## config.mk

```make
export PLATFORM = sky130hd
export DESIGN_NAME = frame_packer
export DESIGN_NICKNAME = d
export VERILOG_FILES = /design/src/rtl/frame_packer_pkg.sv /design/src/rtl/frame_packer.sv
export SDC_FILE = /design/constraint.sdc
export NUM_CORES = 1
export LEC_CHECK = 0
export ABC_CLOCK_PERIOD_IN_PS = 1850
export CORE_MARGIN = 3
export CORE_UTILIZATION = 49
export CTS_BUF_LIST = sky130_fd_sc_hd__clkbuf_4 sky130_fd_sc_hd__clkbuf_8
export CTS_CLUSTER_SIZE = 40
export DETAILED_ROUTE_END_ITERATION = 12
export HOLD_SLACK_MARGIN = 0.08
export PLACE_DENSITY = 0.86
export SYNTH_ARGS = -nofsm -noshare
export SYNTH_HDL_FRONTEND = slang
export SYNTH_SLANG_ARGS = --single-unit
```

## constraint.sdc

```tcl
create_clock -name iClk -period 1.85 [get_ports iClk]
set_input_delay 0.37 -clock iClk [delete_from_list [all_inputs] [get_ports iClk]]
set_output_delay 0.37 -clock iClk [all_outputs]
set_load 0.01 [all_outputs]
```

## src/rtl/frame_packer_pkg.sv

```systemverilog
// Shared frame geometry and FSM encoding for the pre-processing front end.
// Latency: n/a (declarations only).
// Backpressure: n/a.
package frame_packer_pkg;

  // Image geometry also consumed by the IIG and skin address generators.
  localparam int IMG_WIDTH_DFLT  = 160;
  localparam int IMG_HEIGHT_DFLT = 120;
  localparam int CNT_W_DFLT      = 8;

  typedef enum logic [1:0] {
    ST_IDLE   = 2'd0,
    ST_ACTIVE = 2'd1,
    ST_DONE   = 2'd2
  } state_t;

endpackage

```

## src/rtl/frame_packer.sv

```systemverilog
// Packs horizontally adjacent RGB565 pixels into 32-bit words and frames each image.
// Latency: a word appears 1 clock after its odd-column pixel is accepted.
// Backpressure: none; the source streams freely and idle cycles simply hold state.
module frame_packer
  import frame_packer_pkg::*;
#(
  parameter int IMG_WIDTH  = IMG_WIDTH_DFLT,
  parameter int IMG_HEIGHT = IMG_HEIGHT_DFLT,
  parameter int CNT_W      = CNT_W_DFLT
) (
  input  logic        iClk,
  input  logic        iReset_n,
  input  logic        iFrame_start,
  input  logic        iPixel_valid,
  input  logic [15:0] iPixel,
  output logic        oRun_IIG,
  output logic        oOutput_ready,
  output logic [31:0] oData_out,
  output logic        oFrame_done,
  output logic        oFrame_err
);

  localparam logic [CNT_W-1:0] COL_LAST = CNT_W'(IMG_WIDTH - 1);
  localparam logic [CNT_W-1:0] ROW_LAST = CNT_W'(IMG_HEIGHT - 1);

  state_t             state_q, state_d;
  logic [CNT_W-1:0]   col_q, col_d;
  logic [CNT_W-1:0]   row_q, row_d;
  logic [15:0]        low_q, low_d;
  logic [31:0]        data_q, data_d;
  logic               rdy_q, rdy_d;
  logic               run_q, run_d;
  logic               done_q, done_d;
  logic               err_q, err_d;
  logic               is_last;
  logic               take_last;

  // Next-state, pairing and counter logic; defaults hold state and drop pulses.
  always_comb begin
    state_d = state_q;
    col_d   = col_q;
    row_d   = row_q;
    low_d   = low_q;
    data_d  = data_q;
    rdy_d   = 1'b0;
    done_d  = 1'b0;
    err_d   = 1'b0;
    run_d   = iFrame_start;

    is_last   = (col_q == COL_LAST) && (row_q == ROW_LAST);
    // The final pixel of a frame wins over a coincident restart so the last word still goes out.
    take_last = (state_q == ST_ACTIVE) && iPixel_valid && is_last;

    unique case (state_q)
      ST_ACTIVE: begin
        if (iFrame_start && !take_last) begin
          // Mid-frame restart: drop any pending half word; a same-cycle pixel is (0,0).
          err_d = 1'b1;
          row_d = '0;
          col_d = iPixel_valid ? CNT_W'(1) : '0;
          low_d = iPixel_valid ? iPixel : 16'h0000;
        end else if (iPixel_valid) begin
          if (col_q[0]) begin
            data_d = {iPixel, low_q};
            rdy_d  = 1'b1;
          end else begin
            low_d = iPixel;
          end
          if (is_last) begin
            col_d   = '0;
            row_d   = '0;
            done_d  = 1'b1;
            state_d = iFrame_start ? ST_ACTIVE : ST_DONE;
          end else if (col_q == COL_LAST) begin
            col_d = '0;
            row_d = row_q + CNT_W'(1);
          end else begin
            col_d = col_q + CNT_W'(1);
          end
        end
      end
      ST_DONE: begin
        state_d = iFrame_start ? ST_ACTIVE : ST_IDLE;
        if (iFrame_start) begin
          col_d = '0;
          row_d = '0;
          low_d = 16'h0000;
        end
      end
      default: begin
        if (iFrame_start) begin
          state_d = ST_ACTIVE;
          col_d   = '0;
          row_d   = '0;
          low_d   = 16'h0000;
        end
      end
    endcase
  end

  // State, counters and registered outputs; async reset returns everything to idle.
  always_ff @(posedge iClk or negedge iReset_n) begin
    if (!iReset_n) begin
      state_q <= ST_IDLE;
      col_q   <= '0;
      row_q   <= '0;
      low_q   <= 16'h0000;
      data_q  <= 32'h0000_0000;
      rdy_q   <= 1'b0;
      run_q   <= 1'b0;
      done_q  <= 1'b0;
      err_q   <= 1'b0;
    end else begin
      state_q <= state_d;
      col_q   <= col_d;
      row_q   <= row_d;
      low_q   <= low_d;
      data_q  <= data_d;
      rdy_q   <= rdy_d;
      run_q   <= run_d;
      done_q  <= done_d;
      err_q   <= err_d;
    end
  end

  assign oRun_IIG      = run_q;
  assign oOutput_ready = rdy_q;
  assign oData_out     = data_q;
  assign oFrame_done   = done_q;
  assign oFrame_err    = err_q;

endmodule
```

==> results of run 1 <==
==> critical path, stage by stage, from the launching register on <==
cell and delay [ns]:
dfrtp_1 0.44, ha_4 0.21, nand4bb_4 0.14, o41ai_4 0.34
nand3_4 0.21, buf_12 0.21, mux2_4 0.31
==> sequential cells by signal, summed over array words and instances, names as in the netlist <==
name / cells
oRun_IIG: 1
oOutput_ready: 1
oFrame_done: 1
row_q: 8
col_q: 8
low_q: 16
oFrame_err: 1
state_q: 2
oData_out: 32
==> timing repair <==
action                     in CTS  in global routing
buffers inserted                5                  3
hold buffers                    1                  0
pin swaps                       8                  7
gates resized for setup        19                 16
hold endpoints to repair       21                  0
setup endpoints to repair      42                 56
gates cloned                    1                  2
==> metal layers <==
metal  routed length, um  share of wire, %  up-vias
li1                    -                 -     1219
met3                 768               7.2       35
met5                   0                 0        -
met4                 319               3.0        0
met2                5400                51      174
met1                4110                39     1470
==> cell type report <==
class	count	area [um2]	share of cell area, %
Clock inverter	5	58.8	1.23
Tap cell	75	93.8	1.97
Timing Repair Buffer	114	1120	23.6
Inverter	6	22.5	0.473
Clock buffer	11	145	3.05
Multi-Input combinational cell	180	1570	32.9
Sequential cell	70	1750	36.8
==> cells in the final DEF (no fill, tap or decap), types with 3 or more instances in the layout <==
| cell | count |
|---|---|
| a211oi_1 | 3 |
| a21oi_1 | 13 |
| a21oi_2 | 8 |
| a31o_1 | 14 |
| a31o_2 | 4 |
| a31oi_1 | 3 |
| and3_1 | 3 |
| buf_12 | 5 |
| buf_4 | 47 |
| clkbuf_8 | 10 |
| clkdlybuf4s50_1 | 54 |
| dfrtp_1 | 70 |
| inv_1 | 5 |
| mux2_4 | 32 |
| nand2_1 | 28 |
| nand3_1 | 6 |
| nand4_1 | 8 |
| nor2_1 | 8 |
| nor4_1 | 4 |
| o21ai_0 | 10 |
| xor2_1 | 3 |
==> power breakdown <==
| group | total [W] | switching (W) | internal (W) |
|---|---|---|---|
| registers | 0.00229 | 0.000320 | 0.00197 |
| logic | 0.00249 | 0.00107 | 0.00142 |
| clock network | 0.00131 | 0.000636 | 0.000675 |
==> cell families after synthesis <==
group / after synthesis
AND/OR/NAND/NOR: 73
flip-flops: 70
buffers and inverters: 23
multiplexers: 35
adder cells (fa/ha/maj): 4
XOR/XNOR: 4
AO/OA/AOI/OAI: 64
==> metrics by stage <==
step | cell area (um2) | instances
6_report | 4760 | 461
3_5_place_dp | 4250 | 433
2_1_floorplan | 3320 | 273
3_3_place_gp | 4250 | 433
4_1_cts | 4610 | 456
5_1_grt | 4760 | 461
==> how the worst max path moves through the flow <==
stage,startpoint,to,slack [ns],cells after the start
after floorplan,col_q[5]$_DFFE_PN0P_,oData_out[10]$_DFFE_PN0P_,-0.11,5
after global placement,iPixel_valid,row_q[6]$_DFFE_PN0P_,-0.07,4
after detailed placement,row_q[0]$_DFFE_PN0P_,state_q[0]$_DFFE_PN0P_,-0.11,5
after CTS,col_q[0]$_DFFE_PN0P_,oData_out[29]$_DFFE_PN0P_,-0.03,6
after global routing,row_q[1]$_DFFE_PN0P_,oData_out[29]$_DFFE_PN0P_,-0.19,6
final,row_q[1]$_DFFE_PN0P_,oData_out[29]$_DFFE_PN0P_,-0.14,6
==> flow_metrics.py, run 1 <==
metrics = {
    "yosys": {
        "muxShareOfSynthArea_pct": 12.4,
        "synth_cell_types": 43,
        "synthCells": 273,
        "seq_area_frac_synth_pct": 55.6,
        "synth_ff_type": "dfrtp_1",
        "yosys_register_bits": 70,
        "synth_top_family_by_area": "compound AO/OA/AOI/OAI gates",
        "synth_commonest_cells": "70 x dfrtp_1, 32 x mux2_1, 28 x nand2_1, 21 x a21oi_1, 14 x a31o_1",
        "synthXorXnorAreaFrac_pct": 1.11,
        "yosys.area_share.simple_pct": 12.2,
        "netlist_area_mm2": 0.00315,
        "synth_nets": 297,
        "synthAdderAreaFrac_pct": 1.59,
        "ys_warn_count": 0,
        "synth_compound_area_share_pct": 14.1,
        "ys_top_cells_by_area": "dfrtp_1 56%, mux2_1 11%, a31o_1 3.9%",
        "async_flop_share_pct": 100,
        "avgSynthCellArea_um2": 11.5,
        "synth_most_common_cell": "dfrtp_1",
        "synth_top_area_cell": "dfrtp_1",
        "synth.top_cell.area_share_pct": 55.6,
        "synth_edf_count": 0,
    },
    "status": {
        "status": "complete, but fails checks",
        "violations": "setup timing",
    },
    "detailed_routing": {
        "drc_errors": 0,
        "antenna_left": 0,
        "drt_iter0_drc": 309,
        "dr_total_vias": 2898,
        "drt-total-wl_um": 10600,
        "vias_per_cell": 6.29,
        "dr.pass1.iters": 5,
        "routedWlPerCell_um": 23.0,
    },
    "sta": {
        "hold_violations": 0,
        "clock.fmax_ghz": 0.502,
        "fin_skew_ns": 0.0201,
        "relSlewSlack_pct": 61.6,
        "timing.final.ws_setup_ns": -0.141,
        "post-route-period-util_pct": 108,
        "slew_violations": 0,
        "hold_ws_ns": 0.520,
        "period_needed_ns": 1.99,
        "tightest_slew_ns": 0.576,
        "fin_setup_tns_ns": -4.27,
        "rsz0062_at_grt": "true",
        "setup_viol": 50,
    },
    "layout": {
        "syn2layout_area_growth_pct": 51.4,
        "final_net_count": 405,
        "diodes": 0,
        "drive_gt1_share_pct": 34.7,
        "fin_util_pct": 78.6,
        "n_fill_cell": 317,
    },
    "run": {
        "max_cap_violations": 0,
    },
    "power_and_ir_drop": {
        "p_leak_nw": 2.19,
        "finalPower_w": 0.00609,
        "powerDensity_mw_per_mm2": 1280,
        "peakVddDrop_v": 0.000974,
    },
    "critical_path": {
        "critPathLaunchType": "flip-flop",
        "path_class": "reg -> reg",
        "required_ns": 2.09,
        "r2r_cells": 6,
        "rrSetupSlack_ns": -0.14,
        "worstPathArrival_ns": 2.23,
        "r2r_end": "oData_out[29]$_DFFE_PN0P_",
        "endpoint_kind": "flip-flop",
        "r2r-start": "row_q[1]$_DFFE_PN0P_",
        "crit_fanout": 10,
    },
    "die": {
        "pin_count": 56,
        "initial_core_util_pct": 51.9,
        "die_y_um": 86.2,
        "fp-row-count": 28,
        "die_area_mm2": 0.00742,
        "core_mm2": 0.00606,
        "die_w_um": 86.2,
    },
    "global_route": {
        "met2_usage_pct": 43.4,
        "grt_pass1_wl_um": 14600,
        "grt_max_degree": 34,
        "grt_most_used_layer": "met2",
        "grt_usage_pct": 25.5,
        "antenna_found_initial": 0,
        "grt_overflow": 0,
        "grt_pass1_vias": 2816,
        "met3_usage_pct": 3.84,
        "met1_usage_pct": 32.9,
    },
    "clock_tree": {
        "clk_latency_ns": 0.37,
        "clock_sink_count": 70,
        "clkSlewWorstSetupHoldPaths_ns": 0.09,
        "cts_buffers": 9,
        "clk_path_buf_depth": 2,
        "clock-root-buffer": "clkbuf_8",
        "htree_levels": 3,
        "cts_tree": "yes",
    },
    "placed_design": {
        "port_buffers": 55,
        "gp_routability_congestion": 0.893,
        "dp.final_hpwl_um": 5350,
        "post-place-ws_ns": -0.109,
    },
    "worst_hold_path": {
        "hp-class": "in -> async",
    },
}
Note: power is estimated with default switching activity, not from simulation.
==> run 2: changes to the inputs <==
- CORE_UTILIZATION: 49 -> 55
- DONT_BUFFER_PORTS: unset -> 1
- PLACE_DENSITY: 0.86 -> 0.81
==> flow_metrics.py, run 2 (synthesis results as in run 1) <==
metrics = {
    "critical_path": {
        "cp-startpoint": "row_q[1]$_DFFE_PN0P_",
        "cp_slowest_cell": "dfrtp_1",
        "crit_buf_inv": 2,
        "required_ns": 2.08,
        "cpPeakStageDelay_ns": 0.36,
        "crit_fanout": 33,
        "cp_top_family": "compound AO/OA/AOI/OAI gates",
        "r2r-start": "row_q[1]$_DFFE_PN0P_",
        "critPathLaunchType": "flip-flop",
        "path_class": "reg -> reg",
        "path_cells": "ha_2 > nand4bb_1 > o41ai_4 > buf_4 > buf_12 > a21oi_2 > a31o_2",
        "worstPathArrival_ns": 2.09,
        "endpoint_kind": "flip-flop",
    },
    "sta": {
        "fin_skew_ns": 0.0106,
        "post-route-period-util_pct": 101,
        "slew_violations": 0,
        "timing.final.ws_setup_ns": -0.0157,
        "period_needed_ns": 1.87,
        "hold_violations": 70,
        "hold_ws_ns": -0.285,
        "rsz0062_at_grt": "true",
        "relSlewSlack_pct": 76.5,
        "setup_viol": 13,
        "clock.fmax_ghz": 0.536,
        "tightest_slew_ns": 0.352,
    },
    "power_and_ir_drop": {
        "sw_frac_of_total_pct": 30.6,
        "pwr-share-comb_pct": 24.5,
        "p_int_w": 0.00364,
        "powerDensity_mw_per_mm2": 1350,
        "peakVddDrop_v": 0.000816,
        "p_leak_nw": 1.83,
        "p_sw_w": 0.00161,
        "clkPwrFrac_pct": 29.2,
        "seqPwrFrac_pct": 46.3,
    },
    "clock_tree": {
        "cts_buffers": 9,
        "clk_latency_ns": 0.34,
        "clock-root-buffer": "clkbuf_8",
        "clock_sink_count": 70,
        "ctsHoldBuffers": 1,
        "clkSlewWorstSetupHoldPaths_ns": 0.08,
        "clk_path_buf_depth": 2,
        "htree_levels": 3,
        "cts_tree": "yes",
    },
    "die": {
        "core_mm2": 0.00530,
        "die_y_um": 81.7,
        "die_w_um": 81.7,
        "initial_core_util_pct": 59.4,
        "pin_count": 56,
        "fp-row-count": 26,
        "die_area_mm2": 0.00667,
    },
    "status": {
        "status": "complete, but fails checks",
        "violations": "hold timing, setup timing",
    },
    "global_route": {
        "grt_pass1_vias": 2334,
        "grt_overflow": 0,
        "grt_max_degree": 71,
        "grt_usage_pct": 22.9,
        "grt_pass1_wl_um": 11600,
        "antenna_found_initial": 0,
    },
    "layout": {
        "drive_gt1_share_pct": 31.6,
        "n_fill_cell": 332,
        "syn2layout_area_growth_pct": 23.6,
        "layout_commonest_cell": "dfrtp_1",
        "largest_reg_flops": 32,
        "fin_util_pct": 73.4,
        "final_net_count": 323,
        "layout_common_cells": "70 x dfrtp_1, 30 x mux2_4, 28 x nand2_1, 28 x buf_4, 20 x a21oi_1",
        "diodes": 0,
    },
    "detailed_routing": {
        "drc_errors": 0,
        "vias_per_cell": 6.13,
        "drt-total-wl_um": 7050,
        "drt_iter0_drc": 137,
        "dr_total_vias": 2292,
        "routedWlPerCell_um": 18.8,
        "antenna_left": 0,
        "dr.pass1.iters": 4,
    },
    "placed_design": {
        "gp_routability_congestion": 0.873,
        "dp.final_hpwl_um": 4410,
        "post-place-ws_ns": -0.0672,
        "port_buffers": 0,
    },
    "run": {
        "max_cap_violations": 0,
    },
    "worst_hold_path": {
        "hp-class": "in -> async",
    },
}
## run 2: timing repair
item,CTS,global route
hold endpoints to repair,76,70
gates resized for setup,10,6
setup endpoints to repair,52,58
buffers inserted,3,1
## run 2: power groups by stage
stage | Clock, W | Sequential, W | Combinational [W]
2_1_floorplan | 0 | 0.00236 | 0.00102
3_3_place_gp | 0 | 0.00244 | 0.00119
3_5_place_dp | 0 | 0.00246 | 0.00123
4_1_cts | 0.00156 | 0.00243 | 0.00127
5_1_grt | 0.00164 | 0.00249 | 0.00140
6_report | 0.00153 | 0.00243 | 0.00128
## run 2: path summary, 6_finish.rpt
| kind | to | slack, ns | depth (start not counted) |
|---|---|---|---|
| hold reg to reg | oData_out[5]$_DFFE_PN0P_ | 0.49 | 1 |
| hold / removal | oData_out[1]$_DFFE_PN0P_ | -0.29 | 0 |
| setup / recovery | low_q[1]$_DFFE_PN0P_ | -0.02 | 7 |
| max in group asynchronous | col_q[7]$_DFFE_PN0P_ | 2.04 | 0 |
| min in group iClk | col_q[6]$_DFFE_PN0P_ | 0.10 | 1 |
| setup reg to reg | low_q[1]$_DFFE_PN0P_ | -0.02 | 7 |
## run 2: worst reg2reg max path, cell delays in order (launching register included)
cell and delay (ns):
dfrtp_1 0.36, ha_2 0.20, nand4bb_1 0.18, o41ai_4 0.34
buf_4 0.19, buf_12 0.17, a21oi_2 0.10, a31o_2 0.23
## run 2: layout make-up
class	count	area, um2	area share, %
flip-flops and latches	70	1750	45.0
multi-input cells	180	1510	38.7
repair buffers	32	272	6.98
clock buffers	10	138	3.54
clock inverters	6	116	2.99
well taps	70	87.6	2.25
inverters	6	22.5	0.579
## run 2: metrics by stage
stage / instances / hold WS, ns / total power [W] / setup TNS [ns] / area (um2)
floorplan: 273 / 0.0744 / 0.00338 / -3.55 / 3320
global placement: 353 / 0.0765 / 0.00363 / -0.0617 / 3520
detailed placement: 353 / 0.0760 / 0.00368 / -1.28 / 3520
CTS: 373 / -0.300 / 0.00527 / -0.271 / 3860
global route: 374 / -0.317 / 0.00553 / -4.95 / 3890
finish: 374 / -0.285 / 0.00524 / -0.0878 / 3890
## run 2: per-layer routing
metal	vias to the layer above	global-route usage, %	wire, um	share of wire, %
met5	-	0	0	0
met2	87	36.7	3420	49
li1	1054	-	-	-
met4	0	7.97	121	1.7
met1	1139	28.5	2940	42
met3	12	8.44	563	8.0
